===== config.mk =====
export PLATFORM = sky130hd
export DESIGN_NAME = blinky_multi
export DESIGN_NICKNAME = d
export VERILOG_FILES = /design/src/rtl/blinky_multi.sv
export SDC_FILE = /design/constraint.sdc
export NUM_CORES = 1
export LEC_CHECK = 0
export BUFFER_PORTS_ARGS = -buffer_cell sky130_fd_sc_hd__buf_2
export CAP_MARGIN = 20
export CORE_ASPECT_RATIO = 1.5
export CORE_MARGIN = 5
export CORE_UTILIZATION = 55
export CTS_BUF_LIST = sky130_fd_sc_hd__clkbuf_4 sky130_fd_sc_hd__clkbuf_8
export CTS_CLUSTER_SIZE = 8
export DETAILED_ROUTE_END_ITERATION = 16
export PLACE_DENSITY = 0.74
export SLEW_MARGIN = 20
export SYNTH_ARGS = -nofsm -noshare
export SYNTH_HDL_FRONTEND = slang
export SYNTH_SLANG_ARGS = --single-unit

===== constraint.sdc =====
create_clock -name i_clock -period 2.9 [get_ports i_clock]
set_input_delay 0.145 -clock i_clock [delete_from_list [all_inputs] [get_ports i_clock]]
set_output_delay 0.145 -clock i_clock [all_outputs]
set_load 0.01 [all_outputs]

===== src/rtl/blinky_multi.sv =====
// Multi-channel LED blinker: shared prescaler tick, per-channel power-of-two speed select.
// Optional BLINKY_INPUT_SYNC_EN adds 2-flop synchronisers on i_enable and i_speed.
module blinky_multi #(
   parameter int unsigned CHANNELS   = 4,
   parameter int unsigned SPEED_BITS = 2,
   parameter int unsigned BASE_DIV   = 2500
) (
   input  logic                         i_clock,
   input  logic                         i_reset,
   input  logic [CHANNELS-1:0]          i_enable,
   input  logic [CHANNELS*SPEED_BITS-1:0] i_speed,
   output logic [CHANNELS-1:0]          o_led_drive,
   output logic [CHANNELS-1:0]          o_period_done,
   output logic                         o_tick
);

   localparam int unsigned NUM_SPEEDS = 2 ** SPEED_BITS;
   localparam int unsigned CNT_W      = (NUM_SPEEDS > 2) ? NUM_SPEEDS - 1 : 1;
   localparam int unsigned PRE_W      = $clog2(BASE_DIV);
   localparam logic [PRE_W-1:0] PRE_LAST = PRE_W'(BASE_DIV - 1);
   localparam logic [CNT_W:0]   LIM_ONE  = 1;
   localparam logic [CNT_W-1:0] CNT_ONE  = 1;

   logic [CHANNELS-1:0]            enable;
   logic [CHANNELS*SPEED_BITS-1:0] speed;

`ifdef BLINKY_INPUT_SYNC_EN
   logic [CHANNELS-1:0]            enable_meta;
   logic [CHANNELS-1:0]            enable_sync;
   logic [CHANNELS*SPEED_BITS-1:0] speed_meta;
   logic [CHANNELS*SPEED_BITS-1:0] speed_sync;

   always_ff @(posedge i_clock or posedge i_reset) begin
      if (i_reset) begin
         enable_meta <= '0;
         enable_sync <= '0;
         speed_meta  <= '0;
         speed_sync  <= '0;
      end else begin
         enable_meta <= i_enable;
         enable_sync <= enable_meta;
         speed_meta  <= i_speed;
         speed_sync  <= speed_meta;
      end
   end

   assign enable = enable_sync;
   assign speed  = speed_sync;
`else
   assign enable = i_enable;
   assign speed  = i_speed;
`endif

   // Free-running prescaler; runs regardless of channel enables.
   logic [PRE_W-1:0] prescale;
   logic             tick;
   logic             tick_q;

   assign tick = (prescale == PRE_LAST);

   always_ff @(posedge i_clock or posedge i_reset) begin
      if (i_reset) begin
         prescale <= '0;
         tick_q   <= 1'b0;
      end else begin
         prescale <= tick ? '0 : prescale + PRE_W'(1);
         tick_q   <= tick;
      end
   end

   assign o_tick = tick_q;

   for (genvar c = 0; c < CHANNELS; c++) begin : g_ch
      logic [CNT_W-1:0]      cnt;
      logic [CNT_W-1:0]      cnt_d;
      logic                  level;
      logic                  level_d;
      logic [SPEED_BITS-1:0] speed_act;
      logic [SPEED_BITS-1:0] speed_act_d;
      logic [SPEED_BITS-1:0] speed_req;
      logic                  done;
      logic                  done_d;
      logic [CNT_W:0]        limit;
      logic                  at_end;

      assign speed_req = speed[c*SPEED_BITS +: SPEED_BITS];

      always_comb begin
         limit       = (LIM_ONE << speed_act) - LIM_ONE;
         at_end      = ({1'b0, cnt} == limit);
         cnt_d       = cnt;
         level_d     = level;
         speed_act_d = speed_act;
         done_d      = 1'b0;
         if (!enable[c]) begin
            // Disable wins over tick; speed tracks the input while parked.
            cnt_d       = '0;
            level_d     = 1'b0;
            speed_act_d = speed_req;
         end else if (tick) begin
            if (at_end) begin
               cnt_d   = '0;
               level_d = ~level;
               // Only a falling edge closes a full period, so speed swaps there.
               if (level) begin
                  speed_act_d = speed_req;
                  done_d      = 1'b1;
               end
            end else begin
               cnt_d = cnt + CNT_ONE;
            end
         end
      end

      always_ff @(posedge i_clock or posedge i_reset) begin
         if (i_reset) begin
            cnt       <= '0;
            level     <= 1'b0;
            speed_act <= '0;
            done      <= 1'b0;
         end else begin
            cnt       <= cnt_d;
            level     <= level_d;
            speed_act <= speed_act_d;
            done      <= done_d;
         end
      end

      assign o_led_drive[c]   = level;
      assign o_period_done[c] = done;
   end

endmodule


### Word level (Yosys, flattened, before mapping)

Index checks and enable logic that the tools add are counted.

* register bits: 41
* word-level logic and storage cells: 117

* add/sub/neg operators: 9
* equal/unequal tests: 17
* shifts and indexed selects: 4
* multiplexer cells: 57
* bitwise logic cells: 4
* reductions and logical operators: 8

Operators with widths (number)
* $mux W3: 12
* $mux W2: 16
* $mux W1: 28
* $ne A2 B1 Y1 const B: 12
* $eq A3 B4 Y1: 4
* $shl A1 B2 Y4 const A: 4
* $sub A4 B1 Y4 const B: 4
* $add A12 B1 Y12 const B: 1
* $add A3 B1 Y3 const B: 4
* $eq A12 B12 Y1 const B: 1
* $mux W12: 1
* $reduce_and A3 Y1: 4
* $reduce_and A2 Y1: 4
* $not A1 Y1: 4

### Depth between registers and ports, before layout

* depth after elaboration: 6
* depth in mapped cells: 8
* gate-level depth less buffers: 7

### Worst setup path after synthesis

Ideal clock, no wire load.

* kind: register to register
* start point: register g_ch[1].cnt[1]
* end point: register g_ch[1].speed_act[0]
* arrival time: 1.655 ns
* slack: 1.120 ns
* stages on the path, launching flop included: 6
* buffers on the path: 0
* path through: dfrtp_1 -> or3_1 -> o32ai_2 -> a31oi_1 -> o21a_1 -> mux2_4

* cells in the longest elaborated chain, start to end: 3

Ends and longest elaborated chain
* start, declared: RTL line 74 `logic [CNT_W-1:0] cnt;`
* start signal, assigned: RTL line 122 `cnt <= cnt_d;`
* $eq A3 B4 Y1: RTL line 90 `at_end = ({1'b0, cnt} == limit);`
* $ne A2 B1 Y1 (no source line)
* $reduce_and A3 Y1 (no source line)
* end signal, assigned: RTL line 124 `speed_act <= speed_act_d;`
* end, declared: RTL line 78 `logic [SPEED_BITS-1:0] speed_act;`

Every way passes these cells.
A chain may end at the register's enable or synchronous reset.

### Final worst setup path

* start point: register prescale[0]
* end point: register g_ch[1].speed_act[0]

* cells in the longest elaborated chain, start to end: 3

Ends and longest elaborated chain
* start, declared: RTL line 55 `logic [PRE_W-1:0] prescale;`
* start signal, assigned: RTL line 66 `prescale <= tick ? '0 : prescale + PRE_W'(1);`
* $eq A12 B12 Y1: RTL line 59 `assign tick = (prescale == PRE_LAST);`
* $ne A2 B1 Y1 (no source line)
* $reduce_and A3 Y1 (no source line)

Every way passes these cells.

==> key figures <==
Synthesis
  – Leading post-synthesis cells by cell area: dfrtp_1, nand2_1, nor2_1
  – Number of synthesis warnings: 0
  – Library cells used by synthesis: 37
  – Ys async rst share: 100%
  – Yosys top cell by area: dfrtp_1
  – Avg Cell Area, Syn: 10.2 um2
  – Sequential area share after synthesis: 49.5%
  – Commonest cells in the netlist: dfrtp_1, nand2_1, nor2_1, nand3_1, nor3_1
  – Post-Syn Nets: 222
  – Main flop type after synthesis: dfrtp_1
  – Number of synthesized flops with an enable pin: 0
  – Register bit total from synthesis: 41
  – Top-area cell type share of the netlist area: 49.5%
  – Synthesized area: 0.00207 mm2
  – Top-count cell post-synth: dfrtp_1
  – Gate Count Post-Synth: 203

Final layout
  – Final net count: 244
  – Fraction of layout cells with a size suffix above 1: 19.9%
  – # diodes: 0
  – FILL cells: 292
  – Layout overhead on the synthesized area: 12.9%

Setup path
  – Cell family with the largest share of critical-path delay: simple AND/OR/NAND/NOR gates
  – RR Startpoint: prescale[0]
  – Crit path arrival time: 2.46 ns
  – Worst R2R End: g_ch[1].speed_act[0]
  – Buf+Inv Stages, Crit Path: 2
  – Slowest stage delay, CP: 0.40 ns
  – Crit end category: flop
  – Flop2flop setup slack: 0.63 ns
  – R2R cell count: 8
  – Crit path max fanout: 15
  – Critical path cell sequence: ha_1 -> nor4bb_1 -> nand3_1 -> inv_1 -> buf_4 -> nand2_1 -> o21a_1 -> mux2_4
  – Startpoint Class: flop
  – Worst endpoint required time: 3.09 ns
  – Crit-path slowest cell: dfrtp_1
  – Crit Path Class: flop to flop

STA
  – TNS Setup: 0 ns
  – Slew Limit Fails: 0
  – FMAX: 440 MHz
  – Slew HR: 61.8%
  – Final hold vios: 0
  – Worst-Margin Slew: 0.572 ns
  – Minimum clock period: 2.27 ns
  – Period utilisation layout: 78.3%
  – Unrepaired setup endpoints after global routing: no
  – Clock skew: 0.00983 ns
  – Final setup viols: 0

Min path
  – WHS Endpoint: g_ch[1].speed_act[1]
  – Hold Crit Class: primary input to flop
  – Hold Path Origin: i_speed[3]
  – Min-Delay Path Depth: 2

Place
  – Gpl congestion: 0.796
  – IO buf count: 22
  – Final HPWL DP: 2830 um

Clock network
  – CTS buffer count: 5
  – # clock sinks: 41
  – H-tree depth: 2
  – Worst-path clk slew: 0.09 ns
  – Clock latency on the worst-skew pair: 0.30 ns
  – Clock Root Buffer: clkbuf_8
  – CTS tree: done
  – Post-CTS Setup Repair Bufs: 0
  – Clk buf depth: 2

Die
  – Io pins: 23
  – Die Height: 85.2 um
  – Die Wd: 60.1 um
  – CORE AREA: 0.00365 mm2
  – Row cnt: 27
  – Area of the die: 0.00512 mm2
  – Starting density of the core: 56.8%

Routing
  – Vias after detailed routing: 1559
  – Post-detailed-route count of antenna-violating nets: 0
  – Drt pass-1 iters: 4
  – Initial DRC count: 71
  – Drc violations: 0
  – Wire per inst: 14.5 um
  – WL final: 3900 um
  – Vias per cell: 5.80

GRT
  – Total track usage: 17.2%
  – Largest net degree at the start of global routing: 28
  – Number of global-route vias before repair: 1643
  – Global route overflow: 0
  – Initial antenna violation count: 0
  – First-pass GRT wire length: 6800 um

Status
  – Status: finished clean

Power and ir drop
  – PD cells: 524 mW/mm2
  – Leak pwr: 1.08 nW
  – Total power draw: 1.23 mW
  – Worst vdd ir: 0.000505 V

Job
  – Max_cap viols: 0
==> layout by cell type (no fill, tap or decap), types with 2 or more instances in the layout <==
| master | Yosys | routed |
|---|---|---|
| nor2b_1 | 4 | 4 |
| mux2i_1 | 3 | 3 |
| dfrtp_1 | 41 | 41 |
| or3_1 | 3 | 3 |
| o21a_1 | 2 | 2 |
| nor2_1 | 19 | 19 |
| mux2_4 | 2 | 2 |
| buf_4 | 8 | 3 |
| nand4b_1 | 3 | 3 |
| bufinv_16 | 0 | 2 |
| o21ai_0 | 9 | 9 |
| a21boi_0 | 4 | 4 |
| nand3_1 | 14 | 14 |
| xor2_1 | 5 | 5 |
| inv_1 | 3 | 3 |
| a21oi_1 | 6 | 6 |
| clkbuf_8 | 0 | 5 |
| nand2b_1 | 4 | 4 |
| buf_2 | 3 | 22 |
| mux2_2 | 6 | 6 |
| ha_1 | 5 | 5 |
| nor3_1 | 11 | 11 |
| o21ai_1 | 2 | 2 |
| and4b_1 | 4 | 4 |
| nand2_1 | 22 | 22 |
| xnor2_1 | 6 | 6 |
| and3_1 | 2 | 2 |
==> layout make-up <==
cell class	instances	area [um2]	share of cell area, %
flip-flops and latches	41	1030	43.9
multi-input cells	147	957	40.9
repair buffers	27	154	6.58
clock buffers	5	68.8	2.94
clock inverters	3	68.8	2.94
well taps	43	53.8	2.30
inverters	3	11.3	0.481
==> what timing repair did <==
| action | CTS | global route |
|---|---|---|
| gates resized for setup | 0 | 0 |
| hold endpoints to repair | 0 | 13 |
| hold buffers | 0 | 1 |
==> how the worst max path moves through the flow <==
stage                   startpoint  slack (ns)                    to  cells after the start
floorplan           g_ch[1].cnt[1]        1.12  g_ch[1].speed_act[0]                      5
global placement       prescale[0]        0.81  g_ch[1].speed_act[0]                      8
detailed placement     prescale[0]        0.63  g_ch[1].speed_act[0]                      8
CTS                    prescale[0]        0.63  g_ch[1].speed_act[0]                      8
global route           prescale[0]        0.45  g_ch[1].speed_act[0]                      8
finish                 prescale[0]        0.63  g_ch[1].speed_act[0]                      8
==> per-layer routing <==
metal	GRT usage, %	vias to the layer above	part of all wire [%]
met3	4.87	6	4.9
met2	30.1	33	54
met4	8.47	0	1.5
met5	0	-	0
met1	18.1	768	39
li1	-	752	-
==> cells by family after synthesis <==
kind of cell	after synthesis	synth area share, %
simple gates	93	23.4
flops	41	49.5
compound gates	26	7.85
buf+inv	15	4.34
mux	12	7.24
xor+xnor	11	4.65
fa+ha+maj	5	3.02
==> per-stage QoR <==
stage,setup slack [ns],utilization [%],area [um2],instances,hold WS (ns)
after floorplan,1.12,-,2070,203,0.276
after global placement,0.805,59.8,2180,259,0.376
after detailed placement,0.633,59.8,2180,259,0.384
after CTS,0.632,63.5,2320,267,0.0716
after global routing,0.454,64.1,2340,269,0.0718
final,0.629,64.1,2340,269,0.0758
==> flip-flops by register name, indices dropped and copies added, names as in the netlist <==
signal,flops
g_ch.level,4
g_ch.cnt,12
prescale,12
g_ch.speed_act,8
o_tick,1
g_ch.done,4
==> power breakdown <==
part           total, mW  leakage (nW)  internal (mW)  switching [mW]
logic             0.0770         0.473         0.0383          0.0386
clock network      0.555        0.0687          0.347           0.209
registers          0.595         0.540          0.582          0.0124
Note: power is estimated with default switching activity, not from simulation.
